## config.mk

```make
export PLATFORM = sky130hd
export DESIGN_NAME = pc_reg_ctrl
export DESIGN_NICKNAME = d
export VERILOG_FILES = /design/src/rtl/pc_reg_ctrl_pkg.sv /design/src/rtl/pc_reg_ctrl_sat_counter.sv /design/src/rtl/pc_reg_ctrl.sv
export SDC_FILE = /design/constraint.sdc
export NUM_CORES = 1
export LEC_CHECK = 0
export CAP_MARGIN = 20
export CORE_MARGIN = 2
export CORE_UTILIZATION = 40
export CTS_CLUSTER_DIAMETER = 30
export DETAILED_ROUTE_END_ITERATION = 12
export HOLD_SLACK_MARGIN = 0.08
export PLACE_DENSITY_LB_ADDON = 0.12
export SYNTH_ARGS = -nofsm -noshare
export SYNTH_HDL_FRONTEND = slang
export SYNTH_SLANG_ARGS = --single-unit
```

## constraint.sdc

```tcl
create_clock -name clk -period 4.14 [get_ports clk]
set_input_delay 0.828 -clock clk [delete_from_list [all_inputs] [get_ports clk]]
set_output_delay 0.828 -clock clk [all_outputs]
set_load 0.03 [all_outputs]
```

## src/rtl/pc_reg_ctrl_pkg.sv

```systemverilog
// Shared fetch-stage definitions: run/halt state encoding, reset PC default and PC step.
package pc_reg_ctrl_pkg;

    typedef enum logic {
        RUN  = 1'b0,
        HALT = 1'b1
    } pc_state_e;

    localparam logic [31:0] DEFAULT_RESET_PC = 32'h0000_0000;
    localparam int unsigned PC_INC           = 4;

endpackage

```

## src/rtl/pc_reg_ctrl_sat_counter.sv

```systemverilog
// Saturating up-counter: counts inc pulses and sticks at all-ones instead of wrapping.
module sat_counter #(
    parameter int CNT_WIDTH = 32
) (
    input  logic                 clk,
    input  logic                 rst,
    input  logic                 inc,
    output logic [CNT_WIDTH-1:0] count
);

    always_ff @(posedge clk or posedge rst) begin
        if (rst) begin
            count <= '0;
        end else if (inc && (count != '1)) begin
            count <= count + 1'b1;
        end
    end

endmodule

```

## src/rtl/pc_reg_ctrl.sv

```systemverilog
// Architectural PC register with a RUN/HALT controller and saturating statistics counters.
module pc_reg_ctrl
    import pc_reg_ctrl_pkg::*;
#(
    parameter int               WIDTH     = 32,
    parameter logic [WIDTH-1:0] RESET_PC  = WIDTH'(DEFAULT_RESET_PC),
    parameter int               CNT_WIDTH = 32
) (
    input  logic                 clk,
    input  logic                 rst,
    input  logic [WIDTH-1:0]     next_pc,
    input  logic                 stall,
    input  logic                 halt_req,
    input  logic                 go,
    input  logic                 is_jump,
    input  logic                 is_branch_taken,
    output logic [WIDTH-1:0]     pc,
    output logic [WIDTH-1:0]     pc_plus4,
    output logic                 halted,
    output logic [CNT_WIDTH-1:0] cycle_cnt,
    output logic [CNT_WIDTH-1:0] jump_cnt,
    output logic [CNT_WIDTH-1:0] branch_cnt
);

    localparam logic [0:0] ST_RUN  = 1'(RUN);
    localparam logic [0:0] ST_HALT = 1'(HALT);

    logic [0:0] state;
    logic       in_run;
    logic       advance;

    assign in_run   = (state == ST_RUN);
    assign advance  = in_run && !halt_req && !stall;
    assign pc_plus4 = pc + WIDTH'(PC_INC);
    // halted is a straight decode of the state flop, so it is registered and doubles as state visibility.
    assign halted   = (state == ST_HALT);

    // In RUN a halt wins over a stall; in HALT only go matters, and it also loads next_pc
    // so the halting instruction is stepped over and cannot re-trigger.
    always_ff @(posedge clk or posedge rst) begin
        if (rst) begin
            pc    <= RESET_PC;
            state <= ST_RUN;
        end else begin
            case (state)
                ST_RUN: begin
                    if (halt_req) begin
                        state <= ST_HALT;
                    end else if (!stall) begin
                        pc <= next_pc;
                    end
                end
                default: begin
                    if (go) begin
                        pc    <= next_pc;
                        state <= ST_RUN;
                    end
                end
            endcase
        end
    end

    sat_counter #(.CNT_WIDTH(CNT_WIDTH)) u_cycle_cnt (
        .clk   (clk),
        .rst   (rst),
        .inc   (in_run),
        .count (cycle_cnt)
    );

    sat_counter #(.CNT_WIDTH(CNT_WIDTH)) u_jump_cnt (
        .clk   (clk),
        .rst   (rst),
        .inc   (advance && is_jump),
        .count (jump_cnt)
    );

    sat_counter #(.CNT_WIDTH(CNT_WIDTH)) u_branch_cnt (
        .clk   (clk),
        .rst   (rst),
        .inc   (advance && is_branch_taken),
        .count (branch_cnt)
    );

endmodule

```

## Word-level counts from Yosys, hierarchy flattened

Index checks and enable logic that the tools add are counted.

| cells by class | value |
|---|---|
| add/sub/neg operators | 4 |
| eq/ne operators | 6 |
| mux-type cells | 7 |
| bitwise operators | 1 |
| reductions and logical operators | 10 |

Operator list:

| kind | number |
|---|---|
| $mux W32 | 4 |
| $add A32 B1 Y32 const B | 3 |
| $ne A32 B32 Y1 const B | 3 |
| $add A32 B3 Y32 const B | 1 |
| $logic_and A1 B1 Y1 | 7 |
| $ne A2 B1 Y1 const B | 2 |
| $mux W1 | 3 |
| $reduce_and A3 Y1 | 1 |
| $logic_not A1 Y1 | 2 |
| $ne A2 B2 Y1 const B | 1 |
| $not A1 Y1 | 1 |

| word-level totals | value |
|---|---|
| register bits after elaboration | 129 |
| bits of input ports | 39 |
| word-level logic and storage cells | 33 |

## Depth between registers and ports, before layout

| logic depth | value |
|---|---|
| word-level depth | 5 |
| mapped depth | 8 |
| mapped depth without buffers | 6 |

## Modules after synthesis

Synthesis repeated with hierarchy kept, for this count alone.

| unflattened totals | value |
|---|---|
| cell total of the unflattened synthesis | 585 |
| area, all modules | 6550.0 µm² |

Modules (own cells, without submodules):

| module | instances | cells each | area each (µm²) | sequential area each (µm²) |
|---|---|---|---|---|
| sat_counter | 3 | 139 | 1561.5 | 800.8 |
| pc_reg_ctrl | 1 | 168 | 1865.5 | 825.8 |

## Worst setup path before layout

No wires, ideal clock.

| timing path | value |
|---|---|
| path type | register to output |
| from | register pc[3] |
| to | output pc_plus4[24] |
| arrival | 2525 ps |
| data required time | 3312 ps |
| slack | 787 ps |
| stages on the path, launching flop included | 7 |
| path buffers | 0 |
| cells stage by stage | dfrtp_1 -> ha_1 -> nand2_1 -> nor4_1 -> nor3b_1 -> nand2_1 -> xnor2_1 |

| on the way | value |
|---|---|
| word-level cells in the longest chain between the ends | 1 |

Ends and longest elaborated chain:

| what | RTL line | source |
|---|---|---|
| start: declaration | pc_reg_ctrl.sv:17 | `output logic [WIDTH-1:0] pc,` |
| start signal: assignment | pc_reg_ctrl.sv:50 | `pc <= next_pc;` |
| start signal: assignment | pc_reg_ctrl.sv:55 | `pc <= next_pc;` |
| $add A32 B3 Y32 | pc_reg_ctrl.sv:34 | `assign pc_plus4 = pc + WIDTH'(PC_INC);` |
| end: declaration | pc_reg_ctrl.sv:18 | `output logic [WIDTH-1:0] pc_plus4,` |

No other way between the ends.

## Worst setup path in the final report

| timing path | value |
|---|---|
| from | register pc[4] |
| to | output pc_plus4[25] |

Same word-level chain as after synthesis.

==> impl_metrics.xml <==
<?xml version="1.0" encoding="UTF-8"?>
<metrics>
  <group name="outcome">
    <metric name="status" unit="">completed</metric>
  </group>
  <group name="logic_synthesis">
    <metric name="netlist.top_cell.by_area" unit="">sky130_fd_sc_hd__dfrtp_1</metric>
    <metric name="yosys_reg_bits" unit="">129</metric>
    <metric name="synthesis.area_per_instance" unit="µm²">10.9</metric>
    <metric name="netlist_area" unit="µm²">6330</metric>
    <metric name="ys_dominant_reg_cell" unit="">sky130_fd_sc_hd__dfrtp_1</metric>
    <metric name="syn_inst" unit="">582</metric>
    <metric name="synth.yosys.warnings" unit="">0</metric>
    <metric name="synth.yosys.seq_area_share" unit="">0.510</metric>
    <metric name="yosys.area.top_type_share" unit="">0.510</metric>
    <metric name="muxShareOfSynthArea" unit="">0.0657</metric>
    <metric name="synth_compound_gate_area_share" unit="">0.0204</metric>
    <metric name="post_synth_edffs" unit="">0</metric>
    <metric name="synth_top_family_by_area" unit="">simple AND/OR/NAND/NOR gates</metric>
    <metric name="yosys.area_share.adder" unit="">0.00791</metric>
    <metric name="synth.area.top_cells" unit="">sky130_fd_sc_hd__dfrtp_1 51%, sky130_fd_sc_hd__xnor2_1 9.1%, sky130_fd_sc_hd__xor2_1 6.8%</metric>
    <metric name="net_count_after_synthesis" unit="">625</metric>
    <metric name="post_synth_and_or_nand_nor_area_fraction" unit="">0.222</metric>
    <metric name="synthDistinctLibCells" unit="">46</metric>
    <metric name="async_reset_ff_frac" unit="">1.00</metric>
    <metric name="synth_xor_area_frac" unit="">0.159</metric>
  </group>
  <group name="grt">
    <metric name="grt_antenna_before_repair" unit="">0</metric>
    <metric name="grt_remaining_overflow" unit="">0</metric>
    <metric name="grt_use_total" unit="">0.201</metric>
    <metric name="grt_pass1_wl" unit="µm">26500</metric>
    <metric name="grt_pass1_vias" unit="">5117</metric>
    <metric name="grt_start_max_net_pins" unit="">66</metric>
  </group>
  <group name="floorplan">
    <metric name="io_pins" unit="">200</metric>
    <metric name="dieArea" unit="µm²">16800</metric>
    <metric name="die_w" unit="µm">130</metric>
    <metric name="die_y" unit="µm">130</metric>
    <metric name="floorplan.initialDensity" unit="">0.413</metric>
    <metric name="row_count" unit="">45</metric>
    <metric name="core_area" unit="µm²">15300</metric>
  </group>
  <group name="power_and_ir_drop">
    <metric name="switchingPower" unit="µW">1430</metric>
    <metric name="share_seq_of_total_power" unit="">0.363</metric>
    <metric name="total_power" unit="µW">4420</metric>
    <metric name="power_per_cell_area" unit="nW/µm²">477</metric>
    <metric name="ir_drop" unit="mV">0.328</metric>
    <metric name="total_leakage_power" unit="µW">0.00389</metric>
    <metric name="power_switching_share" unit="">0.323</metric>
    <metric name="p_int" unit="µW">2990</metric>
    <metric name="power.share.combinational" unit="">0.273</metric>
    <metric name="clock_power_share" unit="">0.364</metric>
  </group>
  <group name="sta">
    <metric name="worst_slew_margin_rel" unit="">0.370</metric>
    <metric name="grt_setup_unrepaired" unit="">no</metric>
    <metric name="tightestPinTransition" unit="ps">943</metric>
    <metric name="min_period_over_period" unit="">0.932</metric>
    <metric name="finalMaxSlewViolations" unit="">0</metric>
    <metric name="hold_violations" unit="">0</metric>
    <metric name="timing.fmax" unit="MHz">259</metric>
    <metric name="final.min_clock_period" unit="ps">3860</metric>
    <metric name="setup_viol" unit="">0</metric>
    <metric name="final_setup_tns" unit="ps">0</metric>
    <metric name="finClkSkew" unit="ps">6.11</metric>
  </group>
  <group name="clock_tree">
    <metric name="clk_path_buf_depth" unit="">2</metric>
    <metric name="tritoncts" unit="">yes</metric>
    <metric name="clk_latency" unit="ps">410</metric>
    <metric name="sink_count_of_the_clock_tree" unit="">129</metric>
    <metric name="cts.reportedPaths.clkPinSlew" unit="ps">60</metric>
    <metric name="clock_root_buffer" unit="">sky130_fd_sc_hd__clkbuf_16</metric>
    <metric name="cts_inserted_buffers" unit="">17</metric>
    <metric name="clock_tree.htree_level_count" unit="">4</metric>
  </group>
  <group name="hold_path">
    <metric name="hold_class" unit="">register to register</metric>
  </group>
  <group name="worst_setup_path">
    <metric name="cp-start-kind" unit="">register</metric>
    <metric name="crit_required" unit="ps">3310</metric>
    <metric name="timing.critical_path.buf_inv" unit="">2</metric>
    <metric name="timing.setup.critical_path_class" unit="">register to output pin</metric>
    <metric name="cp_top_family" unit="">simple AND/OR/NAND/NOR gates</metric>
    <metric name="timing.critical_path.cells" unit="">and4_1, nand4_1, nor4_1, buf_4, nand3_1, xnor2_1, clkdlybuf4s50_1</metric>
    <metric name="worst_path_max_fanout" unit="">8</metric>
    <metric name="critPathCaptureType" unit="">output pin</metric>
    <metric name="critical-path-max-stage-delay" unit="ps">710</metric>
    <metric name="timing.critical_path.arrival" unit="ps">3030</metric>
    <metric name="worst_path_max_delay_cell" unit="">sky130_fd_sc_hd__clkdlybuf4s50_1</metric>
  </group>
  <group name="drt">
    <metric name="drt_first_pass_iters" unit="">5</metric>
    <metric name="routed_wl" unit="µm">16500</metric>
    <metric name="vias" unit="">5228</metric>
    <metric name="ant_nets" unit="">0</metric>
    <metric name="drt-vias-per-instance" unit="">5.12</metric>
    <metric name="route.detailed.wl_per_inst" unit="µm">16.2</metric>
    <metric name="drt_iter0_markers" unit="">258</metric>
    <metric name="drt_drc_violations_left" unit="">0</metric>
  </group>
  <group name="cells_and_area">
    <metric name="multiInputGateArea" unit="µm²">3020</metric>
    <metric name="stdcell_area" unit="µm²">9280</metric>
    <metric name="stdcell_count" unit="">1021</metric>
    <metric name="final_core_util" unit="">0.606</metric>
    <metric name="sequential_cell_area" unit="µm²">3230</metric>
    <metric name="antenna-diode-count" unit="">0</metric>
    <metric name="post_route_cells_drive_above_1_share" unit="">0.112</metric>
    <metric name="area.growth.synth_to_final" unit="%">46.7</metric>
    <metric name="final.fill_count" unit="">1262</metric>
    <metric name="nets" unit="">840</metric>
  </group>
  <group name="place">
    <metric name="place.detailed.instances" unit="">988</metric>
    <metric name="place.detailed.hpwl" unit="µm">12000</metric>
    <metric name="gpl.final_weighted_congestion" unit="">0.851</metric>
    <metric name="instance_area_after_placement" unit="µm²">8620</metric>
    <metric name="io_buffer_count" unit="">199</metric>
  </group>
  <group name="run">
    <metric name="maxCapViolations" unit="">0</metric>
  </group>
</metrics>
==> power groups by stage <==
stage | sequential, µW | combinational [µW] | clock, µW
after floorplan | 1850 | 429 | 0
after global placement | 1620 | 1210 | 0
after detailed placement | 1620 | 1220 | 0
after CTS | 1600 | 1220 | 1650
after global routing | 1640 | 1280 | 1700
final | 1600 | 1210 | 1610
==> layout make-up <==
class	instances	share of cell area
flip-flops and latches	129	0.348
inverters	10	0.00445
multi-input cells	430	0.326
clock buffers	20	0.0503
repair buffers	209	0.224
clock inverters	12	0.0194
well taps	211	0.0285
==> worst register-to-register path, cell delays in order (launching register included) <==
cell                      delay (ps)
sky130_fd_sc_hd__dfrtp_1         550
sky130_fd_sc_hd__or4b_1          700
sky130_fd_sc_hd__or4_1           720
sky130_fd_sc_hd__a211o_1         400
sky130_fd_sc_hd__nor3_2          140
sky130_fd_sc_hd__xor2_1          170
==> registers in the layout, summed over array words and instances, names as in the netlist <==
signal,count
u_branch_cnt.count,32
pc,32
halted,1
u_cycle_cnt.count,32
u_jump_cnt.count,32
==> per-layer routing <==
metal | part of all wire | global-route usage | vias up
li1 | - | - | 2506
met1 | 0.44 | 0.266 | 2524
met5 | 0 | 0 | -
met3 | 0.059 | 0.0422 | 26
met2 | 0.47 | 0.325 | 172
met4 | 0.021 | 0.0816 | 0
==> path summary, 6_finish.rpt <==
check | start | endpoint | slack [ps] | depth (start not counted)
max in group asynchronous | rst | u_jump_cnt.count[14] | 2380 | 3
min reg2reg | u_branch_cnt.count[30] | u_branch_cnt.count[30] | 490 | 1
max | pc[4] | pc_plus4[25] | 280 | 7
min in group asynchronous | rst | pc[0] | 880 | 2
max reg2reg | halted | u_jump_cnt.count[27] | 1380 | 5
min | u_branch_cnt.count[30] | u_branch_cnt.count[30] | 490 | 1
==> Yosys cell counts (all sizes together), types with 4 or more instances <==
cell / count
clkbuf: 9
nand4: 36
dfrtp: 129
xor2: 49
and4: 12
mux2: 36
nor4: 12
nand2: 54
nor2: 33
and3: 21
buf: 4
o21ai: 6
xnor2: 66
ha: 4
inv: 10
nor4b: 4
nor3: 22
nand3: 40
==> per-stage QoR <==
stage	hold slack, ps	setup WS, ps
finish	488	283
detailed placement	483	541
global placement	477	576
floorplan	659	787
CTS	496	83.8
global route	516	119
==> kinds of logic (layout without fill, tap and decap cells) <==
kind of cell	count (synthesis)	count (layout)
DFF	129	129
AOI/OAI and AO/OA	18	18
adders and majority gates	4	4
and+or+nand+nor	256	256
buffers and inverters	23	251
xor gates and xnor gates	115	115
muxes	37	37
==> placed cells by master (no fill, tap or decap), types with 3 or more instances in the layout <==
cell type,netlist,layout
sky130_fd_sc_hd__clkdlybuf4s50_1,0,199
sky130_fd_sc_hd__dfrtp_1,129,129
sky130_fd_sc_hd__xnor2_1,66,66
sky130_fd_sc_hd__nand2_1,54,54
sky130_fd_sc_hd__xor2_1,49,49
sky130_fd_sc_hd__nand3_1,40,40
sky130_fd_sc_hd__nand4_1,36,36
sky130_fd_sc_hd__mux2_2,36,36
sky130_fd_sc_hd__nor2_1,33,33
sky130_fd_sc_hd__and3_1,21,21
sky130_fd_sc_hd__nor3_1,19,19
sky130_fd_sc_hd__clkbuf_16,0,17
sky130_fd_sc_hd__and4_1,12,12
sky130_fd_sc_hd__nor4_1,10,10
sky130_fd_sc_hd__inv_1,10,9
sky130_fd_sc_hd__buf_4,2,8
sky130_fd_sc_hd__o21ai_0,6,6
sky130_fd_sc_hd__ha_1,4,4
sky130_fd_sc_hd__bufinv_16,0,4
sky130_fd_sc_hd__nor4b_1,3,3
sky130_fd_sc_hd__or3_1,3,3
sky130_fd_sc_hd__nor3_2,3,3
sky130_fd_sc_hd__and2_1,3,3
sky130_fd_sc_hd__clkinvlp_4,0,3
sky130_fd_sc_hd__clkbuf_8,0,3
sky130_fd_sc_hd__clkinv_4,0,3
==> what timing repair did <==
action,4_1_cts,5_1_grt
endpoints found under the hold margin,0,0
resized for setup,0,1
endpoints found under the setup margin,0,4
hold buffers,0,0
setup buffers,0,0
Power figures use the tool's default switching activity.
